===== src/rtl/active_list_pkg.sv =====
// Active-list pipeline package: shared widths and entry layout.
// Also used by the pipeline registers that carry active_list_index.
package active_list_pkg;

  localparam int REG_ADDR_WIDTH  = 5;
  localparam int FREE_LIST_WIDTH = 3;
  localparam int AL_DEPTH        = 2**FREE_LIST_WIDTH;

  typedef logic [FREE_LIST_WIDTH-1:0] al_index_t;

  typedef struct packed {
    logic                      valid;
    logic                      done;
    logic                      has_dest;
    logic [REG_ADDR_WIDTH-1:0] virtual_addr;
    logic [REG_ADDR_WIDTH:0]   new_phys;
    logic [REG_ADDR_WIDTH:0]   old_phys;
  } al_entry_t;

endpackage


===== src/rtl/active_list.sv =====
// In-order retirement tracker: circular buffer of renamed instructions.
// Allocates at tail, marks completions by index, retires from head.
module active_list
  import active_list_pkg::*;
#(
  parameter int REG_ADDR_WIDTH  = active_list_pkg::REG_ADDR_WIDTH,
  parameter int FREE_LIST_WIDTH = active_list_pkg::FREE_LIST_WIDTH
) (
  input  logic                       clk,
  input  logic                       rst_n,
  input  logic                       flush,
  input  logic                       alloc_valid,
  output logic                       alloc_ready,
  input  logic                       alloc_has_dest,
  input  logic [REG_ADDR_WIDTH-1:0]  alloc_virtual_addr,
  input  logic [REG_ADDR_WIDTH:0]    alloc_new_phys,
  input  logic [REG_ADDR_WIDTH:0]    alloc_old_phys,
  output logic [FREE_LIST_WIDTH-1:0] alloc_index,
  input  logic                       done_valid,
  input  logic [FREE_LIST_WIDTH-1:0] done_index,
  input  logic                       commit_stall,
  output logic                       commit_valid,
  output logic                       commit_has_dest,
  output logic [REG_ADDR_WIDTH-1:0]  commit_virtual_addr,
  output logic [REG_ADDR_WIDTH:0]    commit_physical_addr,
  output logic [REG_ADDR_WIDTH:0]    commit_free_phys,
  output logic [FREE_LIST_WIDTH:0]   count,
  output logic                       empty,
  output logic                       full
);

  localparam int DEPTH = 2**FREE_LIST_WIDTH;
  localparam logic [FREE_LIST_WIDTH:0] DEPTH_C = DEPTH[FREE_LIST_WIDTH:0];

  typedef struct packed {
    logic                      valid;
    logic                      done;
    logic                      has_dest;
    logic [REG_ADDR_WIDTH-1:0] virtual_addr;
    logic [REG_ADDR_WIDTH:0]   new_phys;
    logic [REG_ADDR_WIDTH:0]   old_phys;
  } entry_t;

  entry_t                     mem [DEPTH];
  entry_t                     head_e;
  logic [FREE_LIST_WIDTH-1:0] head;
  logic [FREE_LIST_WIDTH-1:0] tail;
  logic [FREE_LIST_WIDTH:0]   cnt;
  logic                       do_alloc;
  logic                       do_done;
  logic                       do_retire;

  assign full        = (cnt == DEPTH_C);
  assign empty       = (cnt == '0);
  assign count       = cnt;
  assign alloc_ready = !full;
  assign alloc_index = tail;
  assign head_e      = mem[head];

  // Accept/complete/retire qualifiers; flush suppresses all three.
  always_comb begin
    do_alloc  = alloc_valid && !full && !flush;
    do_done   = done_valid && mem[done_index].valid && !flush;
    do_retire = head_e.valid && head_e.done && !commit_stall && !flush;
  end

  // Entry storage: completion, retire clear, then tail write.
  always_ff @(posedge clk or negedge rst_n) begin
    if (!rst_n) begin
      for (int i = 0; i < DEPTH; i++) mem[i] <= '0;
    end else if (flush) begin
      for (int i = 0; i < DEPTH; i++) begin
        mem[i].valid <= 1'b0;
        mem[i].done  <= 1'b0;
      end
    end else begin
      if (do_done) mem[done_index].done <= 1'b1;
      if (do_retire) mem[head] <= '0;
      if (do_alloc) begin
        mem[tail].valid        <= 1'b1;
        mem[tail].done         <= 1'b0;
        mem[tail].has_dest     <= alloc_has_dest;
        mem[tail].virtual_addr <= alloc_virtual_addr;
        mem[tail].new_phys     <= alloc_new_phys;
        mem[tail].old_phys     <= alloc_old_phys;
      end
    end
  end

  // Head/tail pointers and occupancy.
  always_ff @(posedge clk or negedge rst_n) begin
    if (!rst_n) begin
      head <= '0;
      tail <= '0;
      cnt  <= '0;
    end else if (flush) begin
      head <= '0;
      tail <= '0;
      cnt  <= '0;
    end else begin
      if (do_alloc) tail <= tail + 1'b1;
      if (do_retire) head <= head + 1'b1;
      unique case ({do_alloc, do_retire})
        2'b10:   cnt <= cnt + 1'b1;
        2'b01:   cnt <= cnt - 1'b1;
        default: cnt <= cnt;
      endcase
    end
  end

  // Registered retire port; data holds when nothing retires.
  always_ff @(posedge clk or negedge rst_n) begin
    if (!rst_n) begin
      commit_valid         <= 1'b0;
      commit_has_dest      <= 1'b0;
      commit_virtual_addr  <= '0;
      commit_physical_addr <= '0;
      commit_free_phys     <= '0;
    end else begin
      commit_valid <= do_retire;
      if (do_retire) begin
        commit_has_dest      <= head_e.has_dest;
        commit_virtual_addr  <= head_e.virtual_addr;
        commit_physical_addr <= head_e.new_phys;
        commit_free_phys     <= head_e.old_phys;
      end
    end
  end

endmodule


===== config.mk =====
export PLATFORM = sky130hd
export DESIGN_NAME = active_list
export DESIGN_NICKNAME = d
export VERILOG_FILES = /design/src/rtl/active_list_pkg.sv /design/src/rtl/active_list.sv
export SDC_FILE = /design/constraint.sdc
export NUM_CORES = 1
export LEC_CHECK = 0
export ABC_CLOCK_PERIOD_IN_PS = 5200
export CORE_MARGIN = 10
export CORE_UTILIZATION = 35
export CTS_CLUSTER_DIAMETER = 60
export DETAILED_ROUTE_END_ITERATION = 10
export SLEW_MARGIN = 20
export SYNTH_ARGS = -nofsm -noshare
export SYNTH_HDL_FRONTEND = slang
export SYNTH_SLANG_ARGS = --single-unit

===== constraint.sdc =====
create_clock -name clk -period 5.2 [get_ports clk]
set_input_delay 1.04 -clock clk [delete_from_list [all_inputs] [get_ports clk]]
set_output_delay 1.04 -clock clk [all_outputs]
set_load 0.02 [all_outputs]

Word-level counts from Yosys, hierarchy flattened

Index checks and enable logic that the tools add are counted.

Logic and storage cells: 139
Flip-flop bits (word level): 189
Output and inout bits: 29
Memories kept: 0
ROM bits: 0
Bits in latches: 0
Bits of input ports: 27
Memory bits (writable): 0

Bitwise operators: 5
Multiply operators: 0
Reductions and logical operators: 17
Divide/modulo/power cells: 0
Shifts and indexed selects: 0
Mux-type cells: 48
$add $sub $neg: 4
Equality and inequality tests: 3
$lt $le $gt $ge: 6

Operators with widths:

| kind                                                                          | number |
|---|---|
| 160-bit bitwise mux                                                           | 7 |
| 160-bit two-way mux                                                           | 5 |
| 20-bit demux with 3-bit select                                                | 8 |
| 160-bit AND                                                                   | 1 |
| 160-bit NOT                                                                   | 1 |
| 20-bit binary-select mux with 3-bit select                                    | 2 |
| 20-bit two-way mux                                                            | 6 |
| 19-bit two-way mux                                                            | 2 |
| 18-bit two-way mux                                                            | 1 |
| 17-bit two-way mux                                                            | 1 |
| 2-bit two-way mux                                                             | 8 |
| 4-bit >= comparator (second input constant)                                   | 3 |
| 4-bit by 1-bit less-than comparator with 1-bit output (second input constant) | 3 |
| 12-bit two-way mux                                                            | 1 |
| 3-bit two-way mux                                                             | 4 |
| 3-bit NOT with 4-bit output                                                   | 3 |
| 1-bit logical AND                                                             | 10 |
| 4-bit one-hot mux with 2 select lines                                         | 1 |
| 3-bit by 1-bit adder with 3-bit output (second input constant)                | 2 |
| 6-bit two-way mux                                                             | 1 |
| 4-bit by 1-bit adder with 4-bit output (second input constant)                | 1 |
| 4-bit == test (second input constant)                                         | 1 |
| 4-bit zero test                                                               | 1 |
| 4-bit two-way mux                                                             | 1 |
| other kinds (6)                                                               | 9 |

Depth between registers and ports, before layout

Gate-level depths: netlist of the first run.

Depth after elaboration: 19
Depth in mapped cells: 14
Mapped depth without buffers: 12

Worst setup path before layout of the first run

No wires, ideal clock.

Kind: input to register
Start point: in commit_stall
End point: reg cnt[3] (netlist: count[3])
Data required time: 5.072 ns
Setup time: 0.128 ns
Buffers on the path: 0
Arrival time: 2.825 ns
Stages: 9
Slack: 2.247 ns
Cell sequence: a21oi_1 > and3_1 > nand2_1 > nor3_1 > ha_1 > a31oi_1 > nor2_1 > mux2i_1 > mux2_1

Word-level cells in the longest chain between the ends: 6
Elaborated cells on any way between the ends: 8
Classes of those cells: 2 x eq/ne; 2 x mux; 4 x reduce/logical

RTL lines:

| item                                                                             | RTL line           | RTL |
|---|---|---|
| start: declaration                                                               | active_list.sv:21  | `input logic commit_stall,` |
| 1-bit zero test *                                                                | active_list.sv:64  | `do_retire = head_e.valid && head_e.done && !commit_stall && !flush;` |
| 1-bit logical AND * (2 in series)                                                | active_list.sv:64  |  |
| 2-bit by 1-bit == test with 1-bit output / 2-bit == test (equally long branches) | active_list.sv:103 | `unique case ({do_alloc, do_retire})` |
| 4-bit one-hot mux with 2 select lines                                            | active_list.sv:103 |  |
| 4-bit two-way mux                                                                | active_list.sv:96  | `end else if (flush) begin` |
| end signal: assignment                                                           | active_list.sv:104 | `2'b10: cnt <= cnt + 1'b1;` |
| end signal: assignment                                                           | active_list.sv:105 | `2'b01: cnt <= cnt - 1'b1;` |
| end signal: assignment                                                           | active_list.sv:106 | `default: cnt <= cnt;` |
| end: declaration                                                                 | active_list.sv:48  | `logic [FREE_LIST_WIDTH:0] cnt;` |

Every way passes the cells marked *; elsewhere a longest branch is shown, timed or not.
A chain may end at the register's enable or synchronous reset.

Worst setup path in the final report of the first run

Start point: reg head[2]
End point: reg cnt[3] (netlist: count[3])

Word-level cells in the longest chain between the ends: 10
Elaborated cells on any way between the ends: 12
Classes of those cells: 2 x eq/ne; 5 x mux; 1 x bitwise; 4 x reduce/logical

RTL lines:

| item                                                                             | RTL line           | RTL |
|---|---|---|
| start: declaration                                                               | active_list.sv:46  | `logic [FREE_LIST_WIDTH-1:0] head;` |
| start signal: assignment                                                         | active_list.sv:102 | `if (do_retire) head <= head + 1'b1;` |
| 3-bit NOT with 4-bit output (not written as such) *                              | active_list.sv:58  | `assign head_e = mem[head];` |
| 20-bit binary-select mux with 3-bit select *                                     | active_list.sv:58  |  |
| 20-bit two-way mux (not written as such) * (2 in series)                         | active_list.sv:58  |  |
| 1-bit logical AND * (3 in series)                                                | active_list.sv:64  |  |
| 2-bit by 1-bit == test with 1-bit output / 2-bit == test (equally long branches) | active_list.sv:103 |  |
| 4-bit one-hot mux with 2 select lines                                            | active_list.sv:103 |  |
| 4-bit two-way mux                                                                | active_list.sv:96  |  |

Every way passes the cells marked *; elsewhere a longest branch is shown, timed or not. The select of a mux whose other input is x is not followed.

==> flow_summary_export.csv, run 1 <==
group,metric,value,unit
setup_path,cp-end-kind,"flip-flop",
grt,grt_usage,0.152,
synth,synth-edff-count,0,
power,power,0.00348,W
timing,finalSetupViolCount,0,
synth,synth_seq_cells,189,
grt,grt_max_degree,115,
detailed_routing,wl,23.6,mm
min_path,hp-class,"reg2reg",
min_path,hp-start,"mem[40]$_DFFE_PN0N_",
synth,syn_avg_cell_area,12.3,um2
min_path,min_to,"mem[40]$_DFFE_PN0N_",
timing,finClkSkew,0.00465,ns
setup_path,r2r_cells,12,
clocking,cts_tree,"built",
timing,fin_crit_sh,0.671,
setup_path,path_max_fanout,24,
detailed_routing,wl_per_cell,22.2,um
synth,synthFlopType,"dfrtp_1",
clocking,post_cts_buffers,0,
detailed_routing,drc,0,
setup_path,crit_arrival,3.81,ns
timing,worst_pin_slew,0.979,ns
timing,period_needed,3.49,ns
clocking,clkLatencyLatePin,0.43,ns
run,max-cap-violations,0,
clocking,cts_buffers,17,
detailed_routing,ant_nets,0,
final_layout,finalNetCount,757,
clocking,h-tree-depth,4,
synth,yosysTopAreaCellShare,0.542,
synth,synthArstFlopShare,1.00,
power,leakage,4.32,nW
floorplanning,rows,57,
placement,place_inst,1031,
detailed_routing,viasPerCell,5.73,
synth,synthesis.instances,710,
timing,hold_viol_final,0,
final_layout,final_common_cell,"dfrtp_1",
clocking,clock-root-buffer,"clkbuf_16",
placement,port_buffers,55,
grt,grt_pass1_wl,37.7,mm
detailed_routing,vias,6088,
placement,hpwl,14.2,mm
timing,max_freq,287,MHz
final_layout,area_growth,14.8,%
placement,gp_congestion,0.780,
setup_path,cp-start-kind,"flip-flop",
power,ir_worst_vdd,0.213,mV
timing,drv_slew,0,
synth,synth_fp_nets,741,
clocking,cts_buffer_depth,2,
final_layout,layoutNonFillerInstCount,1063,
clocking,cts_resized,0,
synth,yosysWarnings,0,
timing,fin_tns_setup,0,ns
synth,synth_area,8720,um2
synth,yosysSeqAreaShare,0.542,
timing,rsz0062_at_grt,"false",
synth,synthTopCellsByArea,"dfrtp_1, a22o_1, mux2i_1, mux4_2, a21oi_1",
floorplanning,initial_utilization,0.358,
grt,globalRouteOverflowTotal,0,
floorplanning,die-area,31600,um2
timing,relSlewSlack,0.346,
floorplanning,io_pins,56,
clocking,clk_pin_slew,0.07,ns
clocking,hold_buffers,0,
power,power_density,348,nW/um2
synth,synth_area_leader_cell,"dfrtp_1",
setup_path,reg2reg_from,"head[2]$_DFFE_PN0P_",
detailed_routing,detail_route.first_pass.iterations,5,
setup_path,cp.required,5.52,ns
final_layout,antennaDiodeCount,0,
grt,antenna_found_initial,0,
setup_path,reg2reg_slack,1.71,ns
synth,yosysUniqueCellTypes,53,
floorplanning,die_w,178,um
setup_path,path_class,"reg2reg",
min_path,whs_path_depth,1,
final_layout,final_cell_mix,"dfrtp_1, a22o_1, clkdlybuf4s50_1, a21oi_1, nor2_1",
floorplanning,die_height,178,um
detailed_routing,first_iter_violations,504,
run_status,status,"complete, no violations",
final_layout,layout-drive-gt1-share,0.138,
grt,grt_pass1_vias,6220,
clocking,cts.sinks,189,
setup_path,r2r-end,"count[3]$_DFFE_PN0P_",
floorplanning,core,24400,um2
layout make-up:
type / count / area, um2
inverters: 3 / 11.3
flip-flops and latches: 189 / 4730
clock inverters: 12 / 114
well taps: 324 / 405
multi-input cells: 443 / 3620
repair buffers: 72 / 682
fillers: 2284 / 14400
clock buffers: 20 / 447
synthesized netlist by cell type (all sizes together) (10+ instances only):
cell type / instances
a211oi: 10
a21oi: 53
a22o: 152
a31oi: 11
buf: 56
clkbuf: 19
dfrtp: 189
mux2i: 32
mux4: 14
nand2: 14
nand3: 10
nor2: 56
nor3b: 10
metrics by stage:
step | area [um2] | util | hold slack, ns | setup WS (ns)
floorplan | 8720 | - | 0.460 | 2.25
global placement | 9460 | 0.388 | 0.478 | 1.54
detailed placement | 9460 | 0.388 | 0.478 | 1.51
CTS | 10000 | 0.411 | 0.501 | 1.69
global route | 10000 | 0.411 | 0.510 | 1.41
finish | 10000 | 0.411 | 0.493 | 1.71
worst max-delay path by stage:
stage / from / to / slack (ns) / depth (start not counted)
CTS: head[2]$_DFFE_PN0P_ / count[3]$_DFFE_PN0P_ / 1.69 / 12
detailed placement: commit_stall / count[3]$_DFFE_PN0P_ / 1.51 / 10
finish: head[2]$_DFFE_PN0P_ / count[3]$_DFFE_PN0P_ / 1.71 / 12
global placement: commit_stall / count[3]$_DFFE_PN0P_ / 1.54 / 10
global route: head[2]$_DFFE_PN0P_ / count[3]$_DFFE_PN0P_ / 1.41 / 12
floorplan: commit_stall / count[3]$_DFFE_PN0P_ / 2.25 / 9
per-layer routing:
layer  global-route usage  wire length, um
met2                0.236            11000
met3               0.0266             1310
met4               0.0472              370
met5                    0                0
met1                0.211            10900
sequential cells by signal, indices dropped and copies added, names as in the netlist:
register / count
commit_valid: 1
count: 4
commit_has_dest: 1
commit_virtual_addr: 5
head: 3
commit_physical_addr: 6
mem: 160
commit_free_phys: 6
alloc_index: 3
power by group:
part | internal (W) | leakage, nW | switching [W]
registers | 0.00165 | 2.54 | 0.000113
clock network | 0.000676 | 0.251 | 0.000583
logic | 0.000258 | 1.52 | 0.000206
total | 0.00258 | 4.32 | 0.000902
kinds of logic (layout without fill, tap and decap cells):
family	after synthesis	count (layout)	share of synthesized area
flip-flops	189	189	0.542
AO/OA/AOI/OAI	260	260	0.246
XOR/XNOR	5	5	0.00502
adder cells (fa/ha/maj)	4	4	0.00574
AND/OR/NAND/NOR	123	123	0.0764
multiplexers	51	51	0.0793
buffers and inverters	78	107	0.0459
worst max-delay path, cell delays in order, from the launching register on:
cell and delay, ns:
dfrtp_2 0.58, buf_4 0.32, and2_1 0.20, buf_4 0.23, a22oi_2 0.25, and3_1 0.23
nand2_1 0.14, nor3_1 0.34, ha_1 0.35, a31oi_1 0.18, nor2_1 0.05, mux2i_1 0.16
mux2_1 0.33
Power figures use the tool's default switching activity.
==> inputs of run 2 (changes only) <==
Settings changed: ABC_CLOCK_PERIOD_IN_PS 5200 to 3500.
Clock period 5.2 ns to 3.5 ns, I/O delays scaled along.
==> run 2 against run 1 <==
  * First-iteration DRC count grew 5.4%
  * Count of clock-buffer cells in the layout unchanged
  * Global-route usage grew 0.82 points
  * Worst setup slack got worse by 1.2 ns
  * Die area is the same
  * Combinational power rose by 51%
  * Maximum frequency grew 18%
  * Design area rose by 1.0%
  * Sequential power grew 48%
  * Register-to-register slack lost 1.2 ns
  * Largest power group unchanged
==> flow_summary_export.csv, run 2 (synthesized netlist as in run 1, its figures left out) <==
group,metric,value,unit
run_status,status,"complete, no violations",
timing,hold_slack,0.298,ns
clocking,post_cts_buffers,0,
clocking,clk_pin_slew,0.07,ns
clocking,cts_tree,"built",
setup_path,crit_family,"simple AND/OR/NAND/NOR gates",
final_layout,final_common_cell,"dfrtp_1",
setup_path,cp_slowest_cell,"dfrtp_2",
detailed_routing,vias,6193,
clocking,clkLatencyLatePin,0.45,ns
timing,worst_pin_slew,0.966,ns
final_layout,final_util,0.415,
timing,finalSetupViolCount,0,
timing,max_freq,337,MHz
clocking,h-tree-depth,4,
timing,fin_tns_setup,0,ns
setup_path,max_stage_delay,0.59,ns
power,power_density,509,nW/um2
setup_path,r2r_cells,10,
grt,grt_pass1_vias,6299,
final_layout,fillers,2321,
power,ir_worst_vdd,0.364,mV
setup_path,cp_cell_sequence,"and2_1 > a22oi_2 > and3_1 > nand2_1 > nor3_1 > ha_1 > a31oi_1 > nor2_1 > mux2i_1 > mux2_1",
detailed_routing,wl_per_cell,23.1,um
clocking,cts_buffer_depth,2,
floorplanning,die_height,178,um
floorplanning,initial_utilization,0.358,
power,leakage,4.40,nW
final_layout,layout-drive-gt1-share,0.155,
timing,rsz0062_at_grt,"false",
grt,grt_max_degree,85,
detailed_routing,drc,0,
timing,drv_slew,0,
final_layout,finalNetCount,771,
detailed_routing,detail_route.first_pass.iterations,5,
setup_path,cp-end-kind,"flip-flop",
placement,place_inst,1045,
final_layout,final_cell_mix,"dfrtp_1, a22o_1, clkdlybuf4s50_1, a21oi_1, nor2_1",
detailed_routing,wl,24.8,mm
setup_path,cp-start-kind,"flip-flop",
final_layout,antennaDiodeCount,0,
setup_path,cp_num_buf_inv,0,
grt,grt_pass1_wl,39.1,mm
clocking,cts_resized,0,
final_layout,layoutNonFillerInstCount,1077,
min_path,hp-class,"in2async",
setup_path,crit_arrival,3.29,ns
grt,globalRouteOverflowTotal,0,
setup_path,cp.depth,10,
clocking,hold_buffers,0,
timing,hold_viol_final,0,
timing,finClkSkew,0.0126,ns
placement,gp_congestion,0.763,
run,max-cap-violations,0,
floorplanning,io_pins,56,
final_layout,reg_top3,"mem (160), commit_free_phys (6), commit_physical_addr (6)",
setup_path,path_max_fanout,19,
final_layout,largest_reg_flops,160,
grt,antenna_found_initial,0,
setup_path,path_class,"reg2reg",
detailed_routing,first_iter_violations,531,
timing,relSlewSlack,0.354,
floorplanning,die-area,31600,um2
power,power,0.00515,W
final_layout,max_flop_register,"mem",
detailed_routing,viasPerCell,5.75,
clocking,cts_buffers,17,
floorplanning,core,24400,um2
detailed_routing,ant_nets,0,
floorplanning,rows,57,
clocking,cts.sinks,189,
placement,port_buffers,55,
timing,fin_crit_sh,0.847,
timing,period_needed,2.97,ns
floorplanning,die_w,178,um
placement,hpwl,14.6,mm
clocking,clock-root-buffer,"clkbuf_16",
setup_path,cp.required,3.83,ns
final_layout,area_growth,16.0,%
grt,grt_usage,0.160,
run 2: metal layers:
metal,wire length [um],up-vias,track usage
met5,0,-,0
met4,342,0,0.0490
met3,1260,27,0.0291
met2,11600,166,0.250
met1,11700,3247,0.221
li1,-,2753,-
run 2: layout make-up:
class                           count  area, um2  area share
Multi-Input combinational cell    443       3620       0.358
Clock inverter                     12       91.3     0.00902
Sequential cell                   189       4730       0.468
Clock buffer                       20        457      0.0451
Tap cell                          324        405      0.0400
Timing Repair Buffer               86        800      0.0790
Inverter                            3       11.3     0.00111
run 2: worst paths after layout:
kind	slack [ns]	end	startpoint
hold / removal	0.30	commit_physical_addr[4]$_DFFE_PN0N_	rst_n
setup / recovery	0.53	count[3]$_DFFE_PN0P_	head[2]$_DFFE_PN0P_
max in group asynchronous	2.36	commit_free_phys[5]$_DFFE_PN0N_	rst_n
setup reg to reg	0.53	count[3]$_DFFE_PN0P_	head[2]$_DFFE_PN0P_
hold reg to reg	0.50	mem[16]$_DFFE_PN0N_	mem[16]$_DFFE_PN0N_
min in group clk	0.50	mem[16]$_DFFE_PN0N_	mem[16]$_DFFE_PN0N_
run 2: power by group:
part	internal (W)	total [W]	leakage, nW	switching, W
sequential	0.00244	0.00261	2.54	0.000161
clock	0.000950	0.00185	0.255	0.000897
combinational	0.000389	0.000702	1.60	0.000313
total	0.00378	0.00515	4.40	0.00137
run 2: per-stage QoR:
stage          instance area [um2]  setup slack [ns]
6_report                     10100             0.534
5_1_grt                      10100             0.375
4_1_cts                      10100             0.517
3_5_place_dp                  9570             0.213
3_3_place_gp                  9570             0.274
2_1_floorplan                 8720             0.677
